File: config.mk
export PLATFORM = sky130hd
export DESIGN_NAME = a2d_resp
export DESIGN_NICKNAME = d
export VERILOG_FILES = /design/src/rtl/a2d_resp.sv
export SDC_FILE = /design/constraint.sdc
export NUM_CORES = 1
export LEC_CHECK = 0
export CAP_MARGIN = 20
export CORE_MARGIN = 3
export CORE_UTILIZATION = 48
export CTS_BUF_LIST = sky130_fd_sc_hd__clkbuf_4
export DETAILED_ROUTE_END_ITERATION = 7
export PLACE_DENSITY = 0.85
export SYNTH_ARGS = -nofsm -noshare
export SYNTH_HDL_FRONTEND = slang
export SYNTH_SLANG_ARGS = --single-unit
File: constraint.sdc
create_clock -name clk -period 3.8 [get_ports clk]
set_input_delay 0.38 -clock clk [delete_from_list [all_inputs] [get_ports clk]]
set_output_delay 0.38 -clock clk [all_outputs]
set_load 0.05 [all_outputs]
File: src/rtl/a2d_resp.sv
// rtl/a2d_resp.sv - SPI responder modelling the pipelined A2D converter channel
// Define A2D_RESP_ERR_EN to add the saturating abort counter output abrt_cnt.
module a2d_resp (
   input  logic        clk,
   input  logic        rst_n,
   input  logic        SS_n,
   input  logic        SCLK,
   input  logic        MOSI,
   input  logic [95:0] ch_data,
   output logic        MISO,
   output logic        frm_done,
   output logic [2:0]  cur_chnl
`ifdef A2D_RESP_ERR_EN
   ,
   output logic [7:0]  abrt_cnt
`endif
);

   typedef enum logic {IDLE = 1'b0, SHIFT = 1'b1} state_t;

   state_t      state;
   state_t      state_nxt;
   logic [2:0]  ss_sync;
   logic [2:0]  sclk_sync;
   logic [2:0]  mosi_sync;
   logic        ss_fall;
   logic        ss_rise;
   logic        sclk_rise;
   logic        sclk_fall;
   logic        mosi_bit;
   logic        start_frm;
   logic        end_ok;
   logic        end_abort;
   logic [4:0]  bit_cnt;
   logic [15:0] cmd_shft;
   logic [15:0] resp_shft;
   logic [11:0] snap;

   // Synchronizers are deliberately left out of reset so that a reset taken
   // while SS_n is held low cannot fabricate a falling edge afterwards.
   always_ff @(posedge clk) begin
      ss_sync   <= {ss_sync[1:0], SS_n};
      sclk_sync <= {sclk_sync[1:0], SCLK};
      mosi_sync <= {mosi_sync[1:0], MOSI};
   end

   assign ss_fall   =  ss_sync[2]   & ~ss_sync[1];
   assign ss_rise   = ~ss_sync[2]   &  ss_sync[1];
   assign sclk_rise = ~sclk_sync[2] &  sclk_sync[1];
   assign sclk_fall =  sclk_sync[2] & ~sclk_sync[1];
   assign mosi_bit  =  mosi_sync[2];

   assign snap = ch_data[{4'd0, cur_chnl} * 7'd12 +: 12];

   // A fall whose matching rise is already in the first stage is a glitch.
   always_comb begin
      state_nxt = state;
      start_frm = 1'b0;
      end_ok    = 1'b0;
      end_abort = 1'b0;
      case (state)
         IDLE: begin
            if (ss_fall && !ss_sync[0]) begin
               start_frm = 1'b1;
               state_nxt = SHIFT;
            end
         end
         SHIFT: begin
            if (ss_rise) begin
               state_nxt = IDLE;
               if (bit_cnt == 5'd16) begin
                  end_ok = 1'b1;
               end else begin
                  end_abort = 1'b1;
               end
            end
         end
         default: state_nxt = IDLE;
      endcase
   end

   always_ff @(posedge clk) begin
      if (!rst_n) begin
         state     <= IDLE;
         frm_done  <= 1'b0;
         cur_chnl  <= 3'b000;
         bit_cnt   <= 5'd0;
         cmd_shft  <= 16'h0000;
         resp_shft <= 16'h0000;
      end else begin
         state    <= state_nxt;
         frm_done <= end_ok;
         if (start_frm) begin
            resp_shft <= {4'b0000, snap};
            cmd_shft  <= 16'h0000;
            bit_cnt   <= 5'd0;
         end else if (end_ok || end_abort) begin
            cmd_shft <= 16'h0000;
         end else if (state == SHIFT) begin
            if (sclk_rise) begin
               cmd_shft <= {cmd_shft[14:0], mosi_bit};
               // Saturate at 17 so an over-clocked frame still reads as an abort.
               if (bit_cnt != 5'd17) begin
                  bit_cnt <= bit_cnt + 5'd1;
               end
            end
            if (sclk_fall) begin
               resp_shft <= {resp_shft[14:0], 1'b0};
            end
         end
         if (end_ok) begin
            cur_chnl <= cmd_shft[13:11];
         end
      end
   end

`ifdef A2D_RESP_ERR_EN
   always_ff @(posedge clk) begin
      if (!rst_n) begin
         abrt_cnt <= 8'h00;
      end else if (end_abort && (abrt_cnt != 8'hFF)) begin
         abrt_cnt <= abrt_cnt + 8'h01;
      end
   end
`endif

   assign MISO = (state == SHIFT) ? resp_shft[15] : 1'b0;

endmodule

* After elaboration in Yosys (flattened, before gate mapping)
Cells that the tools add are included.
** Operators by class
- Mux-type cells :: 15
- Bitwise logic cells :: 11
- Shift operators :: 1
- Add/subtract/negate cells :: 1
- Multipliers :: 1
- Equality and inequality tests :: 3
- Reduce and logical (&&, ||, !) cells :: 11
** Operators by type and width (count)
- 96-bit by 8-bit indexed part select with 12-bit output :: 1
- 12-bit two-way mux :: 4
- 1-bit two-way mux :: 10
- 1-bit inverter :: 7
- 3-bit AND reduction :: 2
- 5-bit by 1-bit adder with 5-bit output (second input constant) :: 1
- 5-bit == test (second input constant) :: 1
- 3-bit by 2-bit multiplier with 5-bit output (second input constant) :: 1
- 5-bit != test (second input constant) :: 1
- 1-bit bitwise AND :: 4
- 4-bit AND reduction :: 1
- 2-bit nonzero test :: 2
- 3-bit OR reduction :: 1
- 2-bit != test (second input constant) :: 1
- 1-bit case mux with 2 select lines :: 1
- 2-bit AND reduction :: 1
- 2-bit OR reduction :: 1
- 1-bit logical AND :: 1
- 1-bit logical NOT :: 1
- 1-bit logical OR :: 1
** Word-level totals
- Register bits :: 49
- Logic and storage cells :: 53
- Input bits :: 101

* Logic depth before layout (Yosys ltp)
- Word-level depth :: 7
- Depth in mapped cells :: 6
- Depth with buffers taken out :: 5

* Worst setup path after synthesis
No wires, ideal clock.
- Kind :: register -> register
- Start :: register cur_chnl[2]
- End :: register resp_shft[5]
- Buffers on the path :: 2
- Setup slack :: 1.913 ns
- Cell stages (with the launch flop) :: 7
- Required time :: 3.683 ns
- Data arrival time :: 1.771 ns
- Clock period less this slack :: 1.887 ns
- Cells stage by stage :: dfxtp_1 buf_2 buf_2 mux2_2 o32ai_1 nor4_1 o22a_1
** Between the ends
- Longest elaborated chain between the ends :: 3
** RTL lines
- from (decl) :: RTL line 12 : output logic [2:0] cur_chnl
- from (signal assigned) :: RTL line 112 : cur_chnl <= cmd_shft[13:11];
- 3-bit by 2-bit multiplier with 5-bit output :: RTL line 53 : assign snap = ch_data[{4'd0, cur_chnl} * 7'd12 +: 12];
- 96-bit by 8-bit indexed part select with 12-bit output :: RTL line 53
- 12-bit two-way mux :: RTL line 93 : if (start_frm) begin
- to (signal assigned) :: RTL line 94 : resp_shft <= {4'b0000, snap};
- to (signal assigned) :: RTL line 108 : resp_shft <= {resp_shft[14:0], 1'b0};
- to (decl) :: RTL line 36 : logic [15:0] resp_shft;
Every way passes these cells.
A chain may end at the register's enable or synchronous reset.

* Worst setup path after layout
- Start :: register cur_chnl[2]
- End :: output port cur_chnl[2]
No word-level cell between the ends.

==> flow_metrics.env <==
export IMPL_leakage_uw=0.00137
export IMPL_finalSetupViolations=0
export IMPL_clk_pin_slew_ns=0.13
export IMPL_hold_path_endpoint="sclk_sync[1]"
export IMPL_pre_cts_ws_ns=1.44
export IMPL_vdd_drop_max_v=0.000252
export IMPL_die_w_um=79.1
export IMPL_setup_worst_path_start_class="flip-flop"
export IMPL_tightestPinTransition_ns=0.787
export IMPL_final_hold_viol_count=0
export IMPL_synth_seq_area_share=0.382
export IMPL_grt_usage=0.241
export IMPL_synth_nets=382
export IMPL_worstHoldPathType="flip-flop to flip-flop"
export IMPL_grt_pass1_wl_um=11800
export IMPL_die_y_um=79.1
export IMPL_syn_inst=278
export IMPL_maxSlewHeadroom=0.475
export IMPL_drv_cap=0
export IMPL_post_dp_hpwl_um=6190
export IMPL_fin_worst_skew_ns=0.0162
export IMPL_antenna_found_initial=0
export IMPL_holdBufCountCts=0
export IMPL_ys_seq_elements=49
export IMPL_nFillCells=394
export IMPL_status="complete, no violations"
export IMPL_arrival_ns=2.17
export IMPL_syn2layout_area_growth_pct=43.3
export IMPL_ys_types=42
export IMPL_start_util=0.519
export IMPL_end_kind="primary output"
export IMPL_worstPathCellList="clkdlybuf4s50_1"
export IMPL_yosysTopAreaCellShare=0.382
export IMPL_grt_max_degree=22
export IMPL_cts_resized=0
export IMPL_drtAntennaViolNets=0
export IMPL_reg2reg_to="resp_shft[11]"
export IMPL_hold_depth=0
export IMPL_nNetsFinal=477
export IMPL_io_pins=106
export IMPL_r2r_setup_slack_ns=1.32
export IMPL_layout_min_cycle_time_ns=2.55
export IMPL_ctsHtreeMaxLevel=2
export IMPL_final_setup_worst_slack_ns=1.25
export IMPL_rsz0062_at_grt="false"
export IMPL_ff2ff_path_depth=4
export IMPL_ys_warn_count=0
export IMPL_numCtsBuffers=5
export IMPL_postCtsSetupBuffers=0
export IMPL_synth_top_area_cell="dfxtp_1"
export IMPL_design_core_area_mm2=0.00494
export IMPL_power_density_mw_per_mm2=253
export IMPL_detail_route_vias_per_cell=5.57
export IMPL_max_stage_delay_ns=0.94
export IMPL_critPathSlowestCell="clkdlybuf4s50_1"
export IMPL_synthesis_area_mm2=0.00257
export IMPL_gr_total_overflow=0
export IMPL_instances_no_fill=440
export IMPL_drt_iter0_drc=194
export IMPL_fin_crit_sh=0.670
export IMPL_crit_required_ns=3.42
export IMPL_placedCellCount=433
export IMPL_die_area_mm2=0.00626
export IMPL_clock_latency_ns=0.36
export IMPL_ys_top_cells_by_area="dfxtp_1 (38%), mux2i_1 (12%), nand2_1 (5.3%)"
export IMPL_critPathMaxFanout=21
export IMPL_drc=0
export IMPL_antenna_cells=0
export IMPL_detail_route_first_pass_iterations=4
export IMPL_routed_wirelength_um=7760
export IMPL_critPathKind="flip-flop to primary output"
export IMPL_report_final_slew_viol_count=0
export IMPL_clk_path_buf_depth=2
export IMPL_grt_pass1_vias=2262
export IMPL_io_buffer_count=105
export IMPL_syn_avg_cell_area_um2=9.24
export IMPL_tns_ns=0
export IMPL_routedWlPerCell_um=17.6
export IMPL_max_freq_mhz=393
export IMPL_vias=2450
export IMPL_critPathTopFamily="buffers and inverters"
export IMPL_drive_above_1_share=0.0724
export IMPL_rows=25
export IMPL_reg2reg_from="cur_chnl[2]"
export IMPL_fin_worst_hold_slack_ns=0.343
export IMPL_gp_congestion=0.929
export IMPL_critPathBufInv=1
export IMPL_cts_tree="yes"
export IMPL_hold_start="sclk_sync[0]"
export IMPL_cts_sinks=49
export IMPL_root_buffer="clkbuf_4"
==> kinds of logic after synthesis <==
family,synth area share
flip-flops,0.382
AO/OA/AOI/OAI,0.189
multiplexers,0.187
AND/OR/NAND/NOR,0.175
adder cells (fa/ha/maj),0.0146
buffers and inverters,0.0414
XOR/XNOR,0.0102
==> per-stage QoR <==
step | utilization | instance area (um2) | total power (uW)
floorplan | - | 2570 | 599
global placement | 0.734 | 3630 | 712
detailed placement | 0.734 | 3630 | 714
CTS | 0.745 | 3680 | 939
global route | 0.745 | 3680 | 970
finish | 0.745 | 3680 | 932
==> cell usage in the layout (no fill, tap or decap), types with 2 or more instances in the layout <==
master,Yosys,routed
clkdlybuf4s50_1,0,105
dfxtp_1,49,49
nand2_1,36,36
mux2i_1,30,30
nor2_1,22,22
a21oi_1,16,16
mux2_2,12,12
o21a_1,10,10
o32ai_1,10,10
o22a_1,10,10
a22o_1,9,9
nor4_1,9,9
clkbuf_4,0,6
and2_1,5,5
inv_1,4,4
nand3b_1,3,3
nand4_1,3,3
ha_1,3,3
nor2b_1,2,2
nand2b_1,2,2
xor2_1,2,2
nand4b_1,2,2
o22ai_1,2,2
mux4_2,2,2
buf_4,0,2
==> cell usage after synthesis, drive strengths merged <==
master	number
and3b	1
a211oi	1
nand3b	3
o22ai	2
o32a	1
and2	5
or4b	1
xnor2	1
ha	3
o21a	10
a2111oi	1
a21bo	1
nor4bb	1
a31oi	1
a22o	9
nor4	9
buf	7
and3	1
nand2b	2
inv	4
nor2	22
nand2	36
nand4	3
or2	2
clkbuf	12
nand4b	2
o22a	10
o21ai	1
dfxtp	49
a21oi	16
o21bai	1
o32ai	10
mux2	12
mux4	2
nor2b	2
xor2	2
a2bb2oi	1
nor3b	1
mux2i	30
==> registers in the layout, summed over array words and instances, names as in the netlist <==
register	count
bit_cnt	5
cmd_shft	14
cur_chnl	3
frm_done	1
mosi_sync	3
resp_shft	16
sclk_sync	3
ss_sync	3
state	1
==> worst max-delay path by stage <==
stage                      startpoint            end  slack [ns]  cells past startpoint
after floorplan           cur_chnl[2]   resp_shft[5]        1.91                      6
after global placement    cur_chnl[2]  resp_shft[11]        1.55                      4
after detailed placement  cur_chnl[2]  resp_shft[11]        1.44                      4
after CTS                 cur_chnl[2]    cur_chnl[2]        1.25                      1
after global routing      cur_chnl[2]    cur_chnl[2]        1.12                      1
final                     cur_chnl[2]    cur_chnl[2]        1.25                      1
==> power breakdown <==
part | switching (uW) | internal, uW | total (uW)
registers | 8.54 | 528 | 536
clock network | 151 | 77.7 | 229
logic | 47.0 | 121 | 168
==> layout make-up <==
| class | count | area, um2 | area share |
|---|---|---|---|
| clock inverters | 1 | 8.76 | 0.00238 |
| repair buffers | 107 | 1070 | 0.290 |
| flip-flops and latches | 49 | 981 | 0.267 |
| well taps | 67 | 83.8 | 0.0228 |
| multi-input cells | 206 | 1480 | 0.402 |
| inverters | 4 | 15.0 | 0.00408 |
| clock buffers | 6 | 45.0 | 0.0122 |
==> layer usage <==
layer	up-vias	global-route usage	share of wire
met5	-	0	0
met4	0	0.0670	0.015
met3	10	0.0816	0.099
met2	99	0.364	0.45
met1	1132	0.326	0.44
li1	1209	-	-
Power figures use the tool's default switching activity.
